### config.mk
export PLATFORM = sky130hd
export DESIGN_NAME = smc_seq_ctrl_flat
export DESIGN_NICKNAME = d
export VERILOG_FILES = /design/src/rtl/smc_seq_ctrl_if.sv /design/src/rtl/smc_seq_ctrl.sv /design/src/flat_wrapper.sv
export SDC_FILE = /design/constraint.sdc
export NUM_CORES = 1
export LEC_CHECK = 0
export CAP_MARGIN = 5
export CORE_UTILIZATION = 40
export CTS_CLUSTER_DIAMETER = 120
export CTS_CLUSTER_SIZE = 20
export DETAILED_ROUTE_END_ITERATION = 8
export PLACE_DENSITY_LB_ADDON = 0.08
export SYNTH_ARGS = -nofsm -noshare
export SYNTH_HDL_FRONTEND = slang
export SYNTH_SLANG_ARGS = --single-unit
### constraint.sdc
create_clock -name clk -period 19.7 [get_ports clk]
set_clock_uncertainty 0.1 [all_clocks]
set_input_delay 3.94 -clock clk [delete_from_list [all_inputs] [get_ports clk]]
set_output_delay 3.94 -clock clk [all_outputs]
set_load 0.005 [all_outputs]
### src/rtl/smc_seq_ctrl_if.sv
// Bus bundle for smc_seq_ctrl: parameter beats in, busy/result strobe out.
// The err line exists only when SMC_TIMEOUT_EN is defined.
interface smc_seq_ctrl_if;
    logic       in_valid;
    logic [1:0] mode;
    logic [2:0] W;
    logic [2:0] V_GS;
    logic [2:0] V_DS;
    logic       busy;
    logic       out_valid;
    logic [9:0] out_n;
`ifdef SMC_TIMEOUT_EN
    logic       err;

    modport master (output in_valid, mode, W, V_GS, V_DS,
                    input  busy, out_valid, out_n, err);
    modport slave  (input  in_valid, mode, W, V_GS, V_DS,
                    output busy, out_valid, out_n, err);
`else
    modport master (output in_valid, mode, W, V_GS, V_DS,
                    input  busy, out_valid, out_n);
    modport slave  (input  in_valid, mode, W, V_GS, V_DS,
                    output busy, out_valid, out_n);
`endif
endinterface

### src/rtl/smc_seq_ctrl.sv
// Sequential MOSFET I_D/g_m evaluator: serial load, one shared compute unit, running sort.
// Optional load-gap watchdog with err pulse when SMC_TIMEOUT_EN is defined.
module smc_seq_ctrl #(
    parameter int NUM_T       = 6,
    parameter int TIMEOUT_CYC = 16
) (
    input  logic          clk,
    input  logic          rst_n,
    smc_seq_ctrl_if.slave bus
);

    typedef enum logic [2:0] {IDLE, LOAD, CALC, SUM, OUT} state_t;

    state_t     state_q, state_d;
    logic [2:0] cnt_q;
    logic [1:0] mode_q;
    logic [2:0] w_q   [NUM_T];
    logic [2:0] vgs_q [NUM_T];
    logic [2:0] vds_q [NUM_T];
    logic [6:0] sort_q [NUM_T];
    logic [6:0] sort_d [NUM_T];
    logic [6:0] eval_res;
    logic [9:0] res_q;
    logic       last_beat;
    logic       timeout;

    // Shared per-transistor unit; operands widened to 10 bits so no product wraps.
    function automatic logic [6:0] eval_t(input logic [2:0] w, input logic [2:0] vgs,
                                          input logic [2:0] vds, input logic id_mode);
        logic [9:0] w10, vds10, vov, prod;
        w10   = {7'd0, w};
        vds10 = {7'd0, vds};
        vov   = {7'd0, vgs} - 10'd1;
        if (vgs == 3'd0)
            prod = '0;
        else if (vov > vds10)
            prod = id_mode ? w10 * vds10 * (10'd2 * vov - vds10) : 10'd2 * w10 * vds10;
        else
            prod = id_mode ? w10 * vov * vov : 10'd2 * w10 * vov;
        return 7'(prod / 10'd3);
    endfunction

    function automatic logic [9:0] weigh(input logic [6:0] s0, input logic [6:0] s1,
                                         input logic [6:0] s2, input logic weighted);
        logic [9:0] a, b, c;
        a = {3'd0, s0};
        b = {3'd0, s1};
        c = {3'd0, s2};
        return weighted ? (10'd3 * a + 10'd4 * b + 10'd5 * c) : (a + b + c);
    endfunction

    assign last_beat = bus.in_valid && (cnt_q == 3'(NUM_T - 1));

`ifdef SMC_TIMEOUT_EN
    localparam int GAP_W = $clog2(TIMEOUT_CYC + 1);
    logic [GAP_W-1:0] gap_q;
    logic             err_q;

    assign timeout = (state_q == LOAD) && !bus.in_valid && (gap_q == GAP_W'(TIMEOUT_CYC - 1));
    assign bus.err = err_q;

    always_ff @(posedge clk) begin
        if (!rst_n) begin
            gap_q <= '0;
            err_q <= 1'b0;
        end else begin
            err_q <= timeout;
            if (state_q != LOAD || bus.in_valid || timeout)
                gap_q <= '0;
            else
                gap_q <= gap_q + 1'b1;
        end
    end
`else
    assign timeout = 1'b0;
`endif

    always_comb begin
        state_d = state_q;
        unique case (state_q)
            IDLE: if (bus.in_valid) state_d = LOAD;
            LOAD: begin
                if (last_beat)    state_d = CALC;
                else if (timeout) state_d = IDLE;
            end
            CALC: if (cnt_q == 3'(NUM_T - 1)) state_d = SUM;
            SUM:  state_d = OUT;
            OUT:  state_d = IDLE;
            default: state_d = IDLE;
        endcase
    end

    // Descending insert; an equal entry stays ahead of the newcomer.
    always_comb begin
        eval_res  = eval_t(w_q[cnt_q], vgs_q[cnt_q], vds_q[cnt_q], mode_q[0]);
        sort_d[0] = (sort_q[0] >= eval_res) ? sort_q[0] : eval_res;
        for (int i = 1; i < NUM_T; i++)
            sort_d[i] = (sort_q[i] >= eval_res)   ? sort_q[i] :
                        (sort_q[i-1] >= eval_res) ? eval_res  : sort_q[i-1];
    end

    always_ff @(posedge clk) begin
        if (!rst_n) begin
            state_q <= IDLE;
            cnt_q   <= '0;
            mode_q  <= '0;
            res_q   <= '0;
            for (int i = 0; i < NUM_T; i++) begin
                w_q[i]    <= '0;
                vgs_q[i]  <= '0;
                vds_q[i]  <= '0;
                sort_q[i] <= '0;
            end
        end else begin
            state_q <= state_d;
            unique case (state_q)
                IDLE: if (bus.in_valid) begin
                    mode_q   <= bus.mode;
                    w_q[0]   <= bus.W;
                    vgs_q[0] <= bus.V_GS;
                    vds_q[0] <= bus.V_DS;
                    cnt_q    <= 3'd1;
                    for (int i = 0; i < NUM_T; i++) sort_q[i] <= '0;
                end
                LOAD: begin
                    if (bus.in_valid) begin
                        w_q[cnt_q]   <= bus.W;
                        vgs_q[cnt_q] <= bus.V_GS;
                        vds_q[cnt_q] <= bus.V_DS;
                        cnt_q        <= last_beat ? 3'd0 : cnt_q + 3'd1;
                    end else if (timeout) begin
                        cnt_q  <= '0;
                        mode_q <= '0;
                        for (int i = 0; i < NUM_T; i++) begin
                            w_q[i]    <= '0;
                            vgs_q[i]  <= '0;
                            vds_q[i]  <= '0;
                            sort_q[i] <= '0;
                        end
                    end
                end
                CALC: begin
                    for (int i = 0; i < NUM_T; i++) sort_q[i] <= sort_d[i];
                    cnt_q <= (cnt_q == 3'(NUM_T - 1)) ? 3'd0 : cnt_q + 3'd1;
                end
                SUM: begin
                    if (mode_q[1]) res_q <= weigh(sort_q[0], sort_q[1], sort_q[2], mode_q[0]);
                    else           res_q <= weigh(sort_q[3], sort_q[4], sort_q[5], mode_q[0]);
                end
                default: ;
            endcase
        end
    end

    assign bus.busy      = (state_q != IDLE);
    assign bus.out_valid = (state_q == OUT);
    assign bus.out_n     = (state_q == OUT) ? res_q : 10'd0;

endmodule

### src/flat_wrapper.sv
// flat-port wrapper written by rule: the top's interface ports become plain ports
module smc_seq_ctrl_flat 
#(
    parameter int NUM_T       = 6,
    parameter int TIMEOUT_CYC = 16
)
  (clk, rst_n, bus_in_valid, bus_mode, bus_W, bus_V_GS, bus_V_DS, bus_busy, bus_out_valid, bus_out_n);
  smc_seq_ctrl_if bus_i ();
  input  logic clk;
  input  logic rst_n;
  input wire logic [$bits(bus_i.in_valid)-1:0] bus_in_valid;
  input wire logic [$bits(bus_i.mode)-1:0] bus_mode;
  input wire logic [$bits(bus_i.W)-1:0] bus_W;
  input wire logic [$bits(bus_i.V_GS)-1:0] bus_V_GS;
  input wire logic [$bits(bus_i.V_DS)-1:0] bus_V_DS;
  output wire logic [$bits(bus_i.busy)-1:0] bus_busy;
  output wire logic [$bits(bus_i.out_valid)-1:0] bus_out_valid;
  output wire logic [$bits(bus_i.out_n)-1:0] bus_out_n;
  assign bus_i.in_valid = bus_in_valid;
  assign bus_i.mode = bus_mode;
  assign bus_i.W = bus_W;
  assign bus_i.V_GS = bus_V_GS;
  assign bus_i.V_DS = bus_V_DS;
  assign bus_busy = bus_i.busy;
  assign bus_out_valid = bus_i.out_valid;
  assign bus_out_n = bus_i.out_n;
  smc_seq_ctrl #(.NUM_T(NUM_T), .TIMEOUT_CYC(TIMEOUT_CYC)) u_core (.clk(clk), .rst_n(rst_n), .bus(bus_i));
endmodule
==> flow_summary.yaml, run 1 <==
finish:
  n_fill_cell: 3398
  drive_above_1_share_pct: 7.44
  multi_input_area_um2: 9540
  diodes: 0
  fin_nets: 1747
  regArea_um2: 3840
  syn2layout_area_growth_pct: 9.57
hold_path:
  min_from: "u_core.res_q[0]"
  whs_path_depth: 2
  min_path_type: "reg2reg"
  min_to: "u_core.res_q[0]"
critical_path:
  arrival_ns: 15.68
  endpoint_kind: "register"
  criticalPathCategory: "reg2reg"
  cp_max_fo: 21
  slowest_delay_ns: 0.81
  required_ns: 19.66
  reg2reg_to: "u_core.sort_q[0][29]"
  cp-start-kind: "register"
  crit_slowest_cell: "nor3_1"
  r2r_slack_ns: 3.98
  reg2regPathDepth: 56
clock_tree:
  cts.repair.resized: 0
  root_buffer: "clkbuf_16"
  clk_path_buf_depth: 2
  cts.sinks: 135
  post_cts_buffers: 0
  cts_buffers: 17
  path_clk_slew_ns: 0.07
  clkLatencyLatePin_ns: 0.43
  cts_tree: "yes"
  htreeDepth: 4
  cts_hold_buf: 0
pwr:
  peakVddDrop_mv: 0.0832
  p_leak_nw: 6.83
  p_per_area_nw_per_um2: 126
global_route:
  grt_overflow: 0
  gr-usage-all-layers_pct: 21.6
  grt_pass1_vias: 10600
  antenna_found_initial: 0
  grt_pass1_wl_um: 60100
  grt_max_degree: 33
floorplan:
  chipHeight_um: 190
  rows: 68
  pin_count: 26
  dieWidth_um: 190
  initial_utilization_pct: 40.9
  die_area_um2: 36300
  core_area_um2: 34700
timing:
  setup_tns_ns: 0
  setup_viol: 0
  fin_crit_sh_pct: 79.8
  hold_viol_final: 0
  timing.slew.headroom_pct: 30.3
  rsz0062_at_grt: "false"
  holdWs_ns: 0.370
  worst_slew_pin_slew_ns: 1.04
  final_max_slew_viol_count: 0
  clock.fmax_mhz: 63.6
  period_minus_slack_ns: 15.72
synth:
  yosysSeqAreaShare_pct: 27.1
  ys_warn_count: 0
  yosys_register_bits: 135
  syn_avg_cell_area_um2: 9.69
  yosys.area.top_type: "edfxtp_1"
  synth_area_um2: 14200
  syn_nets: 1734
  ys_top_cells_by_area: "edfxtp_1 24%, ha_1 14%, fa_1 13%"
  synthFlopType: "edfxtp_1"
  synthTopCellsByCount: "164 x inv_1, 163 x ha_1, 124 x nor2_1"
  synth.most_common_cell: "inv_1"
  synth-edff-count: 114
  synth_cells: 1466
  synth.distinct_cells: 83
  async_flop_share_pct: 0
  synth.top_cell.area_share_pct: 24.1
drt:
  met3WireLength_um: 1200
  first_iter_violations: 614
  wl_met1_um: 17900
  wl_met2_um: 17800
  routedWlPerCell_um: 19.3
  drc: 0
  viasPerCell: 5.47
  drt_pass1_iterations: 5
  routed_wl_um: 37500
  dr.max_layer_used: "met4"
  via_count: 10700
  ant_nets: 0
placement:
  routabilityCongestion: 0.853
  portBuffers: 25
  hpwl_um: 29200
run_status:
  status: "finished clean"
flow_run:
  cap_violations: 0
[routing by layer]
| layer | up-vias | GRT usage [%] |
|---|---|---|
| li1 | 5186 | - |
| met1 | 5232 | 30.2 |
| met2 | 196 | 35.3 |
| met3 | 36 | 2.59 |
| met4 | 0 | 5.45 |
| met5 | - | 0 |
[per-stage QoR]
stage | utilization (%) | cell area (µm²) | cells | setup slack, ns | power, mW
2_1_floorplan | - | 14200 | 1466 | 5.75 | 1.31
3_3_place_gp | 43.1 | 15000 | 1915 | 4.50 | 1.61
3_5_place_dp | 43.1 | 15000 | 1915 | 4.09 | 1.63
4_1_cts | 44.8 | 15600 | 1947 | 4.04 | 1.97
5_1_grt | 44.8 | 15600 | 1947 | 2.81 | 2.16
6_report | 44.8 | 15600 | 1947 | 3.98 | 1.96
[cells by family after synthesis]
kind of cell	Yosys count	share of synthesized area, %
XOR/XNOR	69	4.25
multiplexers	51	5.98
flip-flops	135	27.1
buffers and inverters	215	5.88
AO/OA/AOI/OAI	305	14.6
adder cells (fa/ha/maj)	255	27.3
AND/OR/NAND/NOR	436	15.0
[worst max-delay path by stage]
stage                         from                    to  cells after the start
after floorplan           register  u_core.sort_q[0][10]                     62
after global placement    register  u_core.sort_q[0][18]                     56
after detailed placement  register  u_core.sort_q[0][34]                     56
after CTS                 register  u_core.sort_q[0][34]                     56
after global routing      register  u_core.sort_q[0][28]                     56
final                     register  u_core.sort_q[0][29]                     56
[placed cells by master, fill, tap and decap left out, types with 21 or more instances in the layout]
cell type,Yosys,routed
a211oi_1,28,28
clkdlybuf4s50_1,0,25
nand2b_1,37,37
a21o_1,35,35
fa_1,91,91
and2_1,38,38
dfxtp_1,21,21
o21ai_0,46,46
nor2_1,124,124
mux2i_1,23,23
mux4_2,26,26
nor2b_1,30,30
inv_1,164,164
nor3_1,21,21
xnor2_1,50,50
a21oi_1,82,81
nand2_1,110,110
ha_1,163,163
edfxtp_1,114,114
[layout make-up]
type	instances	share of cell area [%]
multi-input cells	1116	61.3
flip-flops and latches	135	24.7
inverters	166	4.00
well taps	455	3.66
clock buffers	21	3.24
repair buffers	43	2.48
clock inverters	11	0.611
[power by group]
group / internal [mW] / leakage (nW) / switching [mW]
sequential: 0.320 / 1.36 / 0.0138
combinational: 0.516 / 5.18 / 0.778
clock: 0.188 / 0.299 / 0.140
total: 1.02 / 6.83 / 0.932
[flip-flops by register name, indices dropped and copies added, names as in the netlist, named ones only]
| name | cells |
|---|---|
| u_core.cnt_q | 3 |
| u_core.mode_q | 2 |
| u_core.w_q | 24 |
| u_core.res_q | 10 |
| u_core.state_q | 3 |
| u_core.vgs_q | 24 |
| u_core.sort_q | 42 |
| u_core.vds_q | 24 |
[worst max-delay path, delay by kind of cell, from the launching register on]
family                   cells  cell delay, ns
AO/OA/AOI/OAI               15            3.65
XOR/XNOR                     1            0.31
adder cells (fa/ha/maj)     13            5.28
buffers and inverters        8            0.72
flip-flops                   1            0.31
multiplexers                 4            1.48
AND/OR/NAND/NOR             15            3.42
(Power assumes the default switching activity.)
==> inputs of run 2 (changes only) <==
clock period = 15.3 ns   (was 19.7 ns; I/O delays follow)
==> run 2 against run 1 <==
Register-to-register slack worse by 2.9 ns. Sequential power is 29% higher. Critical endpoint is now u_core.sort_q[0][15]. Largest power group unchanged. Die area is the same.
==> flow_summary.yaml, run 2 (synthesis gave the netlist of run 1 again) <==
global_route:
  grt_pass1_vias: 10800
  grt_pass1_wl_um: 60800
  antenna_found_initial: 0
  gr-usage-all-layers_pct: 21.8
  grt_overflow: 0
  grt_max_degree: 33
critical_path:
  cp-start-kind: "register"
  endpoint_kind: "register"
  cp_max_fo: 13
  crit_slowest_cell: "dfxtp_2"
  criticalPathCategory: "reg2reg"
  slowest_delay_ns: 0.60
  arrival_ns: 14.26
  required_ns: 15.29
drt:
  first_iter_violations: 629
  via_count: 10500
  viasPerCell: 5.37
  drt_pass1_iterations: 5
  routedWlPerCell_um: 19.0
  ant_nets: 0
  drc: 0
  routed_wl_um: 37200
placement:
  routabilityCongestion: 0.832
  dp_slack_ns: 0.242
  hpwl_um: 29300
  portBuffers: 25
clock_tree:
  root_buffer: "clkbuf_16"
  htreeDepth: 4
  clkLatencyLatePin_ns: 0.44
  cts_tree: "yes"
  clk_path_buf_depth: 2
  path_clk_slew_ns: 0.07
  cts_buffers: 17
  cts.sinks: 135
  post_cts_buffers: 0
floorplan:
  dieWidth_um: 190
  pin_count: 26
  chipHeight_um: 190
  core_area_um2: 34700
  initial_utilization_pct: 40.9
  die_area_um2: 36300
  rows: 68
timing:
  holdWs_ns: 0.362
  hold_viol_final: 0
  setup_viol: 0
  clock.fmax_mhz: 70.1
  worst_slew_pin_slew_ns: 1.10
  timing.slew.headroom_pct: 25.9
  fin_crit_sh_pct: 93.2
  rsz0062_at_grt: "false"
  final_max_slew_viol_count: 0
  period_minus_slack_ns: 14.26
  setup_tns_ns: 0
  finalWorstSetupSlack_ns: 1.04
pwr:
  finalPower_mw: 2.51
  p_per_area_nw_per_um2: 161
  p_leak_nw: 6.86
  peakVddDrop_mv: 0.109
finish:
  final_common_cell: "inv_1"
  syn2layout_area_growth_pct: 10.1
  drive_above_1_share_pct: 8.65
  final_cell_mix: "164 x inv_1, 163 x ha_1, 124 x nor2_1, 114 x edfxtp_1, 110 x nand2_1"
  diodes: 0
  top_register: "u_core.sort_q"
  largest_reg_flops: 42
  fin_nets: 1758
hold_path:
  min_path_type: "reg2reg"
run_status:
  status: "finished clean"
flow_run:
  cap_violations: 0
run 2: cell types whose count changed in the layout (fill, tap and decap cells not counted), sizes merged:
cell,delta
inv,-1
clkinv,+2
buf,+11
clkinvlp,+3
clkbuf,-4
run 2: area by class of cell:
cell class	count	area, µm²
multi-input cells	1116	9570
well taps	455	569
inverters	166	623
flip-flops and latches	135	3850
clock inverters	15	134
fillers	3384	19100
repair buffers	54	468
clock buffers	17	425
run 2: per-stage QoR:
step / cells / utilization [%] / area (µm²)
2_1_floorplan: 1466 / - / 14200
3_3_place_gp: 1926 / 43.3 / 15000
3_5_place_dp: 1926 / 43.3 / 15000
4_1_cts: 1958 / 45.0 / 15600
5_1_grt: 1958 / 45.0 / 15600
6_report: 1958 / 45.0 / 15600
run 2: where the power goes:
group,switching [mW],internal (mW)
logic,0.995,0.681
clock network,0.189,0.214
registers,0.0194,0.412
total,1.20,1.31
run 2: worst paths after layout:
path / startpoint / to / slack (ns) / cells after the start
max reg2reg: register / u_core.sort_q[0][15] / 1.04 / 56
max: register / u_core.sort_q[0][15] / 1.04 / 56
min: u_core.res_q[2] / u_core.res_q[2] / 0.36 / 2
min reg2reg: u_core.res_q[2] / u_core.res_q[2] / 0.36 / 2
run 2: metal layers:
| layer | track usage (%) | vias up | wire, µm |
|---|---|---|---|
| li1 | - | 5220 | - |
| met1 | 29.5 | 5086 | 17500 |
| met2 | 37.1 | 174 | 18000 |
| met3 | 2.59 | 31 | 1040 |
| met4 | 4.65 | 0 | 571 |
| met5 | 0 | - | 0 |
run 2: worst max-delay path: cells and delay by family (launching register included):
kind	cells	cell delay (ns)
XOR/XNOR	1	0.32
adder cells (fa/ha/maj)	13	5.02
flip-flops	1	0.60
AO/OA/AOI/OAI	13	2.43
multiplexers	5	1.07
AND/OR/NAND/NOR	17	3.97
buffers and inverters	7	0.36
run 2: timing repair:
item / in CTS / in global routing
setup endpoints to repair: 0 / 77
hold buffers: 0 / 0
gates resized for setup: 0 / 9
